`src/rtl/pipeline_hazard_ctrl_if.sv`:
```
// -----------------------------------------------------------------------------
// pipeline_hazard_ctrl_if
// Bundles the signals between the 5-stage pipeline datapath and the hazard /
// redirect controller.
//   master : pipeline side. Drives ID/EX/MEM status and receives the controls.
//   slave  : hazard controller. Receives status and drives the controls.
// Status (master -> slave):
//   id_rs1_i, id_rs2_i, id_uses_rs1_i, id_uses_rs2_i : ID source operands
//   ex_rd_i, ex_mem_read_i                           : EX destination / load flag
//   ex_branch_taken_i, ex_pc_new_i                   : EX redirect request
//   mem_busy_i                                       : data memory still busy
// Controls (slave -> master):
//   pc_select_o, pc_new_o                            : fetch redirect
//   pc_stall_o, ifid_stall_o, ifid_flush_o,
//   idex_stall_o, idex_flush_o, exmem_stall_o,
//   memwb_bubble_o                                   : pipeline register controls
//   hazard_state_o, stall_cnt_o, flush_cnt_o,
//   timeout_o                                        : status / performance
// -----------------------------------------------------------------------------
interface pipeline_hazard_ctrl_if #(
    parameter int XLEN  = 32,
    parameter int CNT_W = 32
);
    logic [4:0]       id_rs1_i;
    logic [4:0]       id_rs2_i;
    logic             id_uses_rs1_i;
    logic             id_uses_rs2_i;
    logic [4:0]       ex_rd_i;
    logic             ex_mem_read_i;
    logic             ex_branch_taken_i;
    logic [XLEN-1:0]  ex_pc_new_i;
    logic             mem_busy_i;

    logic             pc_select_o;
    logic [XLEN-1:0]  pc_new_o;
    logic             pc_stall_o;
    logic             ifid_stall_o;
    logic             ifid_flush_o;
    logic             idex_stall_o;
    logic             idex_flush_o;
    logic             exmem_stall_o;
    logic             memwb_bubble_o;
    logic [1:0]       hazard_state_o;
    logic [CNT_W-1:0] stall_cnt_o;
    logic [CNT_W-1:0] flush_cnt_o;
    logic             timeout_o;

    modport master (
        output id_rs1_i, id_rs2_i, id_uses_rs1_i, id_uses_rs2_i,
               ex_rd_i, ex_mem_read_i, ex_branch_taken_i, ex_pc_new_i,
               mem_busy_i,
        input  pc_select_o, pc_new_o, pc_stall_o, ifid_stall_o, ifid_flush_o,
               idex_stall_o, idex_flush_o, exmem_stall_o, memwb_bubble_o,
               hazard_state_o, stall_cnt_o, flush_cnt_o, timeout_o
    );

    modport slave (
        input  id_rs1_i, id_rs2_i, id_uses_rs1_i, id_uses_rs2_i,
               ex_rd_i, ex_mem_read_i, ex_branch_taken_i, ex_pc_new_i,
               mem_busy_i,
        output pc_select_o, pc_new_o, pc_stall_o, ifid_stall_o, ifid_flush_o,
               idex_stall_o, idex_flush_o, exmem_stall_o, memwb_bubble_o,
               hazard_state_o, stall_cnt_o, flush_cnt_o, timeout_o
    );
endinterface

```
`src/rtl/pipeline_hazard_ctrl.sv`:
```
// -----------------------------------------------------------------------------
// pipeline_hazard_ctrl
// Central hazard and redirect controller for the 5-stage RV32 pipeline.
// Resolves, in priority order: memory wait, replay of a redirect captured
// during a wait, a live EX redirect, and a load-use hazard. Controls are
// combinational (Mealy) from the inputs and the registered pending redirect.
// Also keeps saturating stall/redirect counters and a sticky memory-wait
// watchdog.
// Ports:
//   clk_i   : clock, all state updates on the rising edge
//   reset_i : synchronous active-low reset
//   hz      : slave side of pipeline_hazard_ctrl_if (status in, controls out)
// -----------------------------------------------------------------------------
module pipeline_hazard_ctrl #(
    parameter int XLEN     = 32,
    parameter int CNT_W    = 32,
    parameter int MAX_WAIT = 64
) (
    input  logic                  clk_i,
    input  logic                  reset_i,
    pipeline_hazard_ctrl_if.slave hz
);

    typedef enum logic [1:0] {
        ST_NONE       = 2'd0,
        ST_LOAD_STALL = 2'd1,
        ST_REDIRECT   = 2'd2,
        ST_MEM_WAIT   = 2'd3
    } hazard_state_t;

    localparam int                WAIT_W   = $clog2(MAX_WAIT + 1);
    localparam logic [WAIT_W-1:0] WAIT_MAX = WAIT_W'(MAX_WAIT);
    localparam logic [CNT_W-1:0]  CNT_ONE  = {{(CNT_W-1){1'b0}}, 1'b1};
    localparam logic [WAIT_W-1:0] WAIT_ONE = {{(WAIT_W-1){1'b0}}, 1'b1};

    function automatic logic [CNT_W-1:0] sat_inc(input logic [CNT_W-1:0] v);
        return (&v) ? v : v + CNT_ONE;
    endfunction

    hazard_state_t     state_q, state_d;
    logic              pend_q, pend_d;
    logic [XLEN-1:0]   pend_pc_q, pend_pc_d;
    logic [CNT_W-1:0]  stall_cnt_q, stall_cnt_d;
    logic [CNT_W-1:0]  flush_cnt_q, flush_cnt_d;
    logic [WAIT_W-1:0] wait_cnt_q, wait_cnt_d;
    logic              timeout_q, timeout_d;

    logic              pc_select;
    logic [XLEN-1:0]   pc_new;
    logic              pc_stall, ifid_stall, ifid_flush;
    logic              idex_stall, idex_flush, exmem_stall, memwb_bubble;
    logic              load_use;

    // x0 is never a real producer, so it cannot create a load-use hazard.
    assign load_use = hz.ex_mem_read_i && (hz.ex_rd_i != 5'd0) &&
                      ((hz.id_uses_rs1_i && (hz.id_rs1_i == hz.ex_rd_i)) ||
                       (hz.id_uses_rs2_i && (hz.id_rs2_i == hz.ex_rd_i)));

    always_comb begin
        pc_select    = 1'b0;
        pc_new       = hz.ex_pc_new_i;
        pc_stall     = 1'b0;
        ifid_stall   = 1'b0;
        ifid_flush   = 1'b0;
        idex_stall   = 1'b0;
        idex_flush   = 1'b0;
        exmem_stall  = 1'b0;
        memwb_bubble = 1'b0;
        state_d      = ST_NONE;
        pend_d       = pend_q;
        pend_pc_d    = pend_pc_q;

        if (!reset_i) begin
            pc_new = '0;
        end else if (hz.mem_busy_i) begin
            pc_stall     = 1'b1;
            ifid_stall   = 1'b1;
            idex_stall   = 1'b1;
            exmem_stall  = 1'b1;
            memwb_bubble = 1'b1;
            state_d      = ST_MEM_WAIT;
            // The EX branch stays frozen during the wait; capture its target
            // once and replay it when memory finishes.
            if (hz.ex_branch_taken_i && !pend_q) begin
                pend_d    = 1'b1;
                pend_pc_d = hz.ex_pc_new_i;
            end
        end else if (pend_q) begin
            // The branch still showing in EX is the one already captured.
            pc_select  = 1'b1;
            pc_new     = pend_pc_q;
            ifid_flush = 1'b1;
            idex_flush = 1'b1;
            pend_d     = 1'b0;
            state_d    = ST_REDIRECT;
        end else if (hz.ex_branch_taken_i) begin
            pc_select  = 1'b1;
            ifid_flush = 1'b1;
            idex_flush = 1'b1;
            state_d    = ST_REDIRECT;
        end else if (load_use) begin
            pc_stall   = 1'b1;
            ifid_stall = 1'b1;
            idex_flush = 1'b1;
            state_d    = ST_LOAD_STALL;
        end

        stall_cnt_d = pc_stall  ? sat_inc(stall_cnt_q) : stall_cnt_q;
        flush_cnt_d = pc_select ? sat_inc(flush_cnt_q) : flush_cnt_q;

        if (!hz.mem_busy_i) begin
            wait_cnt_d = '0;
        end else if (wait_cnt_q == WAIT_MAX) begin
            wait_cnt_d = wait_cnt_q;
        end else begin
            wait_cnt_d = wait_cnt_q + WAIT_ONE;
        end
        // Flag on the same edge the counter reaches the limit.
        timeout_d = timeout_q || (hz.mem_busy_i && (wait_cnt_d == WAIT_MAX));
    end

    always_ff @(posedge clk_i) begin
        if (!reset_i) begin
            state_q     <= ST_NONE;
            pend_q      <= 1'b0;
            pend_pc_q   <= '0;
            stall_cnt_q <= '0;
            flush_cnt_q <= '0;
            wait_cnt_q  <= '0;
            timeout_q   <= 1'b0;
        end else begin
            state_q     <= state_d;
            pend_q      <= pend_d;
            pend_pc_q   <= pend_pc_d;
            stall_cnt_q <= stall_cnt_d;
            flush_cnt_q <= flush_cnt_d;
            wait_cnt_q  <= wait_cnt_d;
            timeout_q   <= timeout_d;
        end
    end

    assign hz.pc_select_o    = pc_select;
    assign hz.pc_new_o       = pc_new;
    assign hz.pc_stall_o     = pc_stall;
    assign hz.ifid_stall_o   = ifid_stall;
    assign hz.ifid_flush_o   = ifid_flush;
    assign hz.idex_stall_o   = idex_stall;
    assign hz.idex_flush_o   = idex_flush;
    assign hz.exmem_stall_o  = exmem_stall;
    assign hz.memwb_bubble_o = memwb_bubble;
    assign hz.hazard_state_o = state_q;
    assign hz.stall_cnt_o    = stall_cnt_q;
    assign hz.flush_cnt_o    = flush_cnt_q;
    assign hz.timeout_o      = timeout_q;

endmodule
```
`src/flat_wrapper.sv`:
```
// flat-port wrapper written by rule: the top's interface ports become plain ports
module pipeline_hazard_ctrl_flat 
#(
    parameter int XLEN     = 32,
    parameter int CNT_W    = 32,
    parameter int MAX_WAIT = 64
)
  (clk_i, reset_i, hz_id_rs1_i, hz_id_rs2_i, hz_id_uses_rs1_i, hz_id_uses_rs2_i, hz_ex_rd_i, hz_ex_mem_read_i, hz_ex_branch_taken_i, hz_ex_pc_new_i, hz_mem_busy_i, hz_pc_select_o, hz_pc_new_o, hz_pc_stall_o, hz_ifid_stall_o, hz_ifid_flush_o, hz_idex_stall_o, hz_idex_flush_o, hz_exmem_stall_o, hz_memwb_bubble_o, hz_hazard_state_o, hz_stall_cnt_o, hz_flush_cnt_o, hz_timeout_o);
  pipeline_hazard_ctrl_if #(.XLEN(XLEN), .CNT_W(CNT_W)) hz_i ();
  input  logic clk_i;
  input  logic reset_i;
  input wire logic [$bits(hz_i.id_rs1_i)-1:0] hz_id_rs1_i;
  input wire logic [$bits(hz_i.id_rs2_i)-1:0] hz_id_rs2_i;
  input wire logic [$bits(hz_i.id_uses_rs1_i)-1:0] hz_id_uses_rs1_i;
  input wire logic [$bits(hz_i.id_uses_rs2_i)-1:0] hz_id_uses_rs2_i;
  input wire logic [$bits(hz_i.ex_rd_i)-1:0] hz_ex_rd_i;
  input wire logic [$bits(hz_i.ex_mem_read_i)-1:0] hz_ex_mem_read_i;
  input wire logic [$bits(hz_i.ex_branch_taken_i)-1:0] hz_ex_branch_taken_i;
  input wire logic [$bits(hz_i.ex_pc_new_i)-1:0] hz_ex_pc_new_i;
  input wire logic [$bits(hz_i.mem_busy_i)-1:0] hz_mem_busy_i;
  output wire logic [$bits(hz_i.pc_select_o)-1:0] hz_pc_select_o;
  output wire logic [$bits(hz_i.pc_new_o)-1:0] hz_pc_new_o;
  output wire logic [$bits(hz_i.pc_stall_o)-1:0] hz_pc_stall_o;
  output wire logic [$bits(hz_i.ifid_stall_o)-1:0] hz_ifid_stall_o;
  output wire logic [$bits(hz_i.ifid_flush_o)-1:0] hz_ifid_flush_o;
  output wire logic [$bits(hz_i.idex_stall_o)-1:0] hz_idex_stall_o;
  output wire logic [$bits(hz_i.idex_flush_o)-1:0] hz_idex_flush_o;
  output wire logic [$bits(hz_i.exmem_stall_o)-1:0] hz_exmem_stall_o;
  output wire logic [$bits(hz_i.memwb_bubble_o)-1:0] hz_memwb_bubble_o;
  output wire logic [$bits(hz_i.hazard_state_o)-1:0] hz_hazard_state_o;
  output wire logic [$bits(hz_i.stall_cnt_o)-1:0] hz_stall_cnt_o;
  output wire logic [$bits(hz_i.flush_cnt_o)-1:0] hz_flush_cnt_o;
  output wire logic [$bits(hz_i.timeout_o)-1:0] hz_timeout_o;
  assign hz_i.id_rs1_i = hz_id_rs1_i;
  assign hz_i.id_rs2_i = hz_id_rs2_i;
  assign hz_i.id_uses_rs1_i = hz_id_uses_rs1_i;
  assign hz_i.id_uses_rs2_i = hz_id_uses_rs2_i;
  assign hz_i.ex_rd_i = hz_ex_rd_i;
  assign hz_i.ex_mem_read_i = hz_ex_mem_read_i;
  assign hz_i.ex_branch_taken_i = hz_ex_branch_taken_i;
  assign hz_i.ex_pc_new_i = hz_ex_pc_new_i;
  assign hz_i.mem_busy_i = hz_mem_busy_i;
  assign hz_pc_select_o = hz_i.pc_select_o;
  assign hz_pc_new_o = hz_i.pc_new_o;
  assign hz_pc_stall_o = hz_i.pc_stall_o;
  assign hz_ifid_stall_o = hz_i.ifid_stall_o;
  assign hz_ifid_flush_o = hz_i.ifid_flush_o;
  assign hz_idex_stall_o = hz_i.idex_stall_o;
  assign hz_idex_flush_o = hz_i.idex_flush_o;
  assign hz_exmem_stall_o = hz_i.exmem_stall_o;
  assign hz_memwb_bubble_o = hz_i.memwb_bubble_o;
  assign hz_hazard_state_o = hz_i.hazard_state_o;
  assign hz_stall_cnt_o = hz_i.stall_cnt_o;
  assign hz_flush_cnt_o = hz_i.flush_cnt_o;
  assign hz_timeout_o = hz_i.timeout_o;
  pipeline_hazard_ctrl #(.XLEN(XLEN), .CNT_W(CNT_W), .MAX_WAIT(MAX_WAIT)) u_core (.clk_i(clk_i), .reset_i(reset_i), .hz(hz_i));
endmodule
```
`config.mk`:
```
export PLATFORM = sky130hd
export DESIGN_NAME = pipeline_hazard_ctrl_flat
export DESIGN_NICKNAME = d
export VERILOG_FILES = /design/src/rtl/pipeline_hazard_ctrl_if.sv /design/src/rtl/pipeline_hazard_ctrl.sv /design/src/flat_wrapper.sv
export SDC_FILE = /design/constraint.sdc
export NUM_CORES = 1
export LEC_CHECK = 0
export ABC_AREA = 1
export BUFFER_PORTS_ARGS = -buffer_cell sky130_fd_sc_hd__buf_2
export CAP_MARGIN = 40
export CORE_UTILIZATION = 34
export CTS_BUF_LIST = sky130_fd_sc_hd__clkbuf_2 sky130_fd_sc_hd__clkbuf_4 sky130_fd_sc_hd__clkbuf_8
export DETAILED_ROUTE_END_ITERATION = 10
export PLACE_DENSITY = 0.58
export RECOVER_POWER = 100
export SYNTH_ARGS = -nofsm -noshare
export SYNTH_HDL_FRONTEND = slang
export SYNTH_SLANG_ARGS = --single-unit
```
`constraint.sdc`:
```
create_clock -name clk_i -period 1.97 [get_ports clk_i]
set_input_delay 0.0985 -clock clk_i [delete_from_list [all_inputs] [get_ports clk_i]]
set_output_delay 0.0985 -clock clk_i [all_outputs]
set_load 0.03 [all_outputs]
```
==> results of run 1 <==
## layout make-up
class | instances | share of cell area (%)
repair buffers | 232 | 17.1
clock inverters | 6 | 0.876
inverters | 69 | 3.27
multi-input cells | 793 | 46.6
flip-flops and latches | 107 | 26.9
well taps | 229 | 3.58
clock buffers | 10 | 1.72
## power by group
part	internal (uW)	switching (uW)	total, uW
combinational	218	406	624
sequential	2220	30.5	2250
clock	538	898	1440
total	2970	1330	4310
## sequential cells by signal, indices dropped and copies added (netlist names)
register,flops
u_core.pend_q,1
u_core.hz.flush_cnt_o,32
u_core.pend_pc_q,32
u_core.hz.stall_cnt_o,32
u_core.hz.timeout_o,1
u_core.hz.hazard_state_o,2
u_core.wait_cnt_q,7
## logic make-up after synthesis
| kind of cell | Yosys count |
|---|---|
| buf+inv | 116 |
| simple gates | 609 |
| fa+ha+maj | 4 |
| xor+xnor | 44 |
| compound gates | 136 |
| flops | 107 |
## synthesized netlist by cell type, drive strengths merged
master,instances,share of area [%]
a211oi,2,0.24
a21o,1,0.12
a21oi,61,4.8
buf,19,2.2
clkbuf,28,1.7
dfxtp,107,34
ha,4,0.79
inv,69,4.1
nand2,273,16
nand3,59,4.7
nand3b,11,1.3
nand4,8,1.0
nor2,222,13
nor3,35,3.3
o21ai,71,5.6
o21bai,1,0.12
or2,1,0.099
xnor2,13,1.8
xor2,31,4.3
## worst min-delay path: cells and delay by family
kind	cells	cell delay, ps
buffers and inverters	1	170
and+or+nand+nor	2	160
## metal layers
layer  vias up  GRT usage [%]
met5         -              0
met4         0           4.79
met2       180           32.8
met3        19           4.50
met1      3125           26.8
li1       3623              -
## what timing repair did
action	in CTS	in global routing
pin swaps	0	2
hold buffers	33	0
setup endpoints to repair	2	90
hold endpoints to repair	33	0
resized for setup	2	24
## worst paths after layout
check / depth (start not counted) / endpoint / slack, ps
max: 7 / hz_ifid_stall_o / 100
min: 3 / u_core.wait_cnt_q[2] / 80
max reg2reg: 9 / u_core.hz.stall_cnt_o[9] / 160
min reg2reg: 2 / u_core.hz.timeout_o / 490
## stage by stage
stage	hold WS [ps]	total power (uW)	std cells	util (%)	setup slack, ps
finish	77.6	4310	1446	44.2	99.9
global route	77.5	4520	1446	44.2	0.529
CTS	28.6	4370	1446	44.3	8.63
detailed placement	369	2870	1397	41.3	41.2
global placement	362	2860	1397	41.3	88.4
floorplan	251	2690	1016	-	49.4
==> results.tsv, run 1 <==
stage	metric	value	unit
detailed_routing	dr_wl_met2	8650	um
global_routing	grt_pass1_wl	31600	um
timing	setup_viol	0	
critical_path	start_kind	input port	
critical_path	cp-startpoint	hz_ex_branch_taken_i	
placed_design	dp.final_hpwl	13700	um
detailed_routing	routed.top_layer	met4	
floorplan	start_util	35.0	%
logic_synthesis	synthXorXnorAreaFrac	6.09	%
critical_path	cpPeakStageDelay	540	ps
critical_path	worstPathMaxFanout	33	
final_layout	layout-drive-gt1-share	13.9	%
logic_synthesis	synth_cell_type_count	31	
flow_run	maxCapViolCount	0	
clock_network	cts_root_buf	clkbuf_8	
timing	rsz0062_at_grt	no	
timing	fin_skew	16.0	ps
final_layout	nFillCells	1925	
timing	slew_viol_final	0	
floorplan	core	0.0181	mm^2
status	status	finished with violations	
final_layout	seq_area	0.00215	mm^2
logic_synthesis	synthAdderAreaFrac	0.791	%
detailed_routing	drcViolationCount	20	
critical_path	crit_path_end_kind	primary output	
global_routing	grt_pass1_vias	6359	
final_layout	area_growth	26.5	%
critical_path	required	1870	ps
logic_synthesis	ys.warnings.count	0	
logic_synthesis	synth_compound_area_share	10.9	%
final_layout	final_area	0.00800	mm^2
clock_network	clkTransAtPathRegs	110	ps
status	violations	design-rule violations	
critical_path	critPathKind	in -> out	
detailed_routing	drt_first_pass_iters	8	
critical_path	regToRegStartpoint	u_core.hz.stall_cnt_o[1]	
timing	period_minus_slack	1870	ps
clock_network	cts_inserted_buffers	9	
critical_path	critPathSlowestCell	dlygate4sd3_1	
floorplan	die_w	138	um
placed_design	numPortBuffers	160	
clock_network	clockBufferDepth	2	
timing	relSlewSlack	48.5	%
critical_path	crit_chain	dlygate4sd3_1 > buf_2 > nor3_1 > nand3_1 > nand2_4 > buf_12 > clkbuf_2	
logic_synthesis	synth_simple_gate_area_share	40.4	%
final_layout	multi_input_area	0.00372	mm^2
detailed_routing	wl	19100	um
detailed_routing	drtIter0Drc	385	
detailed_routing	drt-vias-per-instance	4.80	
global_routing	grt_overflow	0	
logic_synthesis	synth_nets	1074	
floorplan	fp-row-count	49	
logic_synthesis	synth_seq_cells	107	
final_layout	final_common_cell	nand2_1	
final_layout	nets	1270	
timing	hold_viol	0	
global_routing	grt.total_usage	20.1	%
timing	worstMarginPinSlew	773	ps
timing	fin_crit_sh	94.9	%
timing	fmax	0.535	GHz
timing	fin_tns_setup	0	ps
floorplan	dieHeight	138	um
floorplan	io_pins	161	
final_layout	mostFrequentLayoutCells	nand2_1, nor2_1, dfxtp_1	
clock_network	cts_tree	done	
power_and_ir_drop	ir_drop	0.337	mV
logic_synthesis	synth_top_family_by_area	simple AND/OR/NAND/NOR gates	
critical_path	arrival	1770	ps
detailed_routing	m1WireLength	9040	um
clock_network	clk_latency	400	ps
detailed_routing	dr_wl_met3	1060	um
power_and_ir_drop	p_per_area	538	mW/mm^2
floorplan	die_area	0.0192	mm^2
logic_synthesis	synthMuxAreaShare	0	%
clock_network	h-tree-depth	3	
logic_synthesis	synth_area_per_cell	6.23	um^2
global_routing	antenna_found_initial	0	
power_and_ir_drop	p_leak	0.00329	uW
logic_synthesis	syn_area	0.00632	mm^2
critical_path	crit_family	buffers and inverters	
worst_hold_path	hold_path_class	in -> reg	
worst_hold_path	min_from	hz_mem_busy_i	
detailed_routing	routedWlPerCell	13.2	um
detailed_routing	via_count	6947	
placed_design	gp_congestion	0.916	
global_routing	grt_max_degree	71	
logic_synthesis	seq_area_frac_synth	33.9	%
final_layout	diodes	0	
placed_design	dpl_cell_area	0.00748	mm^2
detailed_routing	ant_nets	0	
logic_synthesis	synthCells	1016	
critical_path	path_buf_inv	4	
clock_network	cts_sinks	107	
clock_network	postCtsSetupBuffers	0	
Note: power is estimated with default switching activity, not from simulation.
==> run 2, diff against run 1 <==
- CAP_MARGIN: 40 -> 20
- CELL_PAD_IN_SITES_DETAIL_PLACEMENT: unset -> 0
- CELL_PAD_IN_SITES_GLOBAL_PLACEMENT: unset -> 1
- PLACE_DENSITY: 0.58 -> 0.79
==> results.tsv, run 2 (same netlist as run 1, synthesis figures left out) <==
stage	metric	value	unit
detailed_routing	dr_wl_met3	1020	um
detailed_routing	wl	19300	um
power_and_ir_drop	switching_power	1290	uW
critical_path	rr_endpoint	u_core.hz.stall_cnt_o[22]	
final_layout	mostFrequentLayoutCells	nand2_1, nor2_1, dfxtp_1	
global_routing	grt_overflow	0	
status	status	finished with violations	
floorplan	dieHeight	138	um
timing	period_minus_slack	1860	ps
timing	rsz0062_at_grt	yes	
critical_path	start_kind	input port	
timing	relSlewSlack	3.70	%
timing	fin_crit_sh	94.5	%
critical_path	critPathKind	in -> out	
clock_network	clockBufferDepth	2	
clock_network	h-tree-depth	3	
critical_path	critPathSlowestCell	dlygate4sd3_1	
clock_network	cts_sinks	107	
power_and_ir_drop	total_power	4250	uW
clock_network	clk_latency	400	ps
detailed_routing	dr_wl_met2	8980	um
worst_hold_path	min_from	hz_mem_busy_i	
final_layout	final_area	0.00795	mm^2
critical_path	cpPeakStageDelay	540	ps
critical_path	arrival	1760	ps
final_layout	layout-drive-gt1-share	13.9	%
power_and_ir_drop	p_int	2960	uW
power_and_ir_drop	power_frac_comb	14.8	%
detailed_routing	m1WireLength	9080	um
detailed_routing	via_count	6906	
power_and_ir_drop	switching_share	30.3	%
floorplan	fp-row-count	49	
placed_design	dp.final_hpwl	13800	um
floorplan	die_w	138	um
critical_path	rr_worst_depth	9	
detailed_routing	ant_nets	0	
global_routing	grt.total_usage	20.2	%
final_layout	area_growth	25.7	%
critical_path	regToRegStartpoint	u_core.hz.stall_cnt_o[0]	
critical_path	required	1870	ps
status	violations	design-rule violations	
flow_run	maxCapViolCount	0	
power_and_ir_drop	power_frac_seq	52.9	%
timing	worstMarginPinSlew	1440	ps
final_layout	nFillCells	1988	
clock_network	postCtsSetupBuffers	0	
global_routing	grt_pass1_wl	31800	um
timing	hold_viol	0	
power_and_ir_drop	p_leak	0.00329	uW
detailed_routing	drt-vias-per-instance	4.79	
final_layout	diodes	0	
timing	slew_viol_final	0	
floorplan	core	0.0181	mm^2
detailed_routing	routedWlPerCell	13.4	um
detailed_routing	drtIter0Drc	391	
global_routing	grt_max_degree	70	
power_and_ir_drop	ir_drop	0.371	mV
floorplan	io_pins	161	
global_routing	antenna_found_initial	0	
power_and_ir_drop	p_per_area	534	mW/mm^2
detailed_routing	drt_first_pass_iters	8	
global_routing	grt_pass1_vias	6354	
critical_path	crit_chain	dlygate4sd3_1 > clkbuf_1 > nor3_1 > nand3_1 > nand2_4 > buf_12 > clkbuf_4	
final_layout	nets	1267	
clock_network	cts_inserted_buffers	9	
worst_hold_path	hold_path_class	in -> reg	
power_and_ir_drop	clkPwrFrac	32.3	%
placed_design	dpl_cell_area	0.00745	mm^2
critical_path	crit_path_end_kind	primary output	
worst_hold_path	min_to	u_core.wait_cnt_q[2]	
detailed_routing	routed.top_layer	met4	
floorplan	die_area	0.0192	mm^2
worst_hold_path	min_path_cells	3	
final_layout	final_common_cell	nand2_1	
floorplan	start_util	35.0	%
critical_path	r2r_slack	130	ps
critical_path	worstPathMaxFanout	34	
detailed_routing	drcViolationCount	12	
timing	fmax	0.537	GHz
clock_network	cts_tree	done	
clock_network	clkTransAtPathRegs	100	ps
timing	fin_skew	17.9	ps
placed_design	numPortBuffers	160	
placed_design	gp_congestion	0.852	
timing	setup_viol	0	
clock_network	cts_root_buf	clkbuf_8	
## run 2: changes by cell type in the layout (fill, tap and decap cells not counted), sizes merged
| cell | previous run | this run |
|---|---|---|
| buf | 95 | 119 |
| clkinvlp | 0 | 2 |
| clkbuf | 114 | 86 |
| inv | 72 | 73 |
| clkinv | 3 | 0 |
| dlygate4sd3 | 33 | 34 |
## run 2: worst max-delay path by stage
stage                        startpoint                         to  slack (ps)  depth (start not counted)
3_5_place_dp   u_core.hz.stall_cnt_o[0]  u_core.hz.stall_cnt_o[14]         130                          9
5_1_grt                   u_core.pend_q            hz_pc_new_o[20]         -20                          6
4_1_cts            hz_ex_branch_taken_i              hz_pc_stall_o          30                          7
3_3_place_gp   u_core.hz.flush_cnt_o[9]  u_core.hz.flush_cnt_o[22]         150                          9
2_1_floorplan  u_core.hz.flush_cnt_o[1]   u_core.hz.flush_cnt_o[1]          50                         12
6_report           hz_ex_branch_taken_i              hz_pc_stall_o         110                          7
## run 2: through the flow
stage | setup TNS, ps | hold slack [ps] | util (%) | setup WS, ps | instances
after detailed placement | 0 | 368 | 41.2 | 129 | 1392
after CTS | 0 | 28.9 | 44.2 | 26.2 | 1442
after global routing | -55.5 | 46.0 | 44.0 | -18.1 | 1443
after global placement | 0 | 363 | 41.2 | 148 | 1392
after floorplan | 0 | 251 | - | 49.4 | 1016
final | 0 | 65.0 | 44.0 | 109 | 1443
## run 2: what timing repair did
item                                   CTS  global route
hold buffers                            34             0
endpoints found under the hold margin   34             0
gates resized for setup                  1            20
gates cloned                             0             1
setup endpoints to repair                2            77
## run 2: layer usage
layer	track usage [%]	vias up
met5	0	-
met4	4.79	0
met3	4.81	17
met2	33.4	165
met1	26.5	3105
li1	-	3619
## run 2: power groups by stage
| stage | Clock [uW] | Sequential (uW) | Combinational, uW |
|---|---|---|---|
| 4_1_cts | 1430 | 2250 | 627 |
| 5_1_grt | 1520 | 2260 | 697 |
| 2_1_floorplan | 0 | 2310 | 378 |
| 3_3_place_gp | 0 | 2290 | 572 |
| 3_5_place_dp | 0 | 2300 | 573 |
| 6_report | 1370 | 2250 | 628 |
## run 2: area by class of cell
type	count	area, um^2	area share [%]
clock buffer	10	138	1.73
clock inverter	6	52.6	0.661
inverter	69	262	3.29
multi-input combinational	793	3710	46.6
sequential	107	2150	27.0
tap	229	287	3.60
timing repair buffer	229	1360	17.1
## run 2: critical path: cells and delay by family
kind                   cells  cell delay (ps)
and+or+nand+nor            3              560
buffers and inverters      4             1090
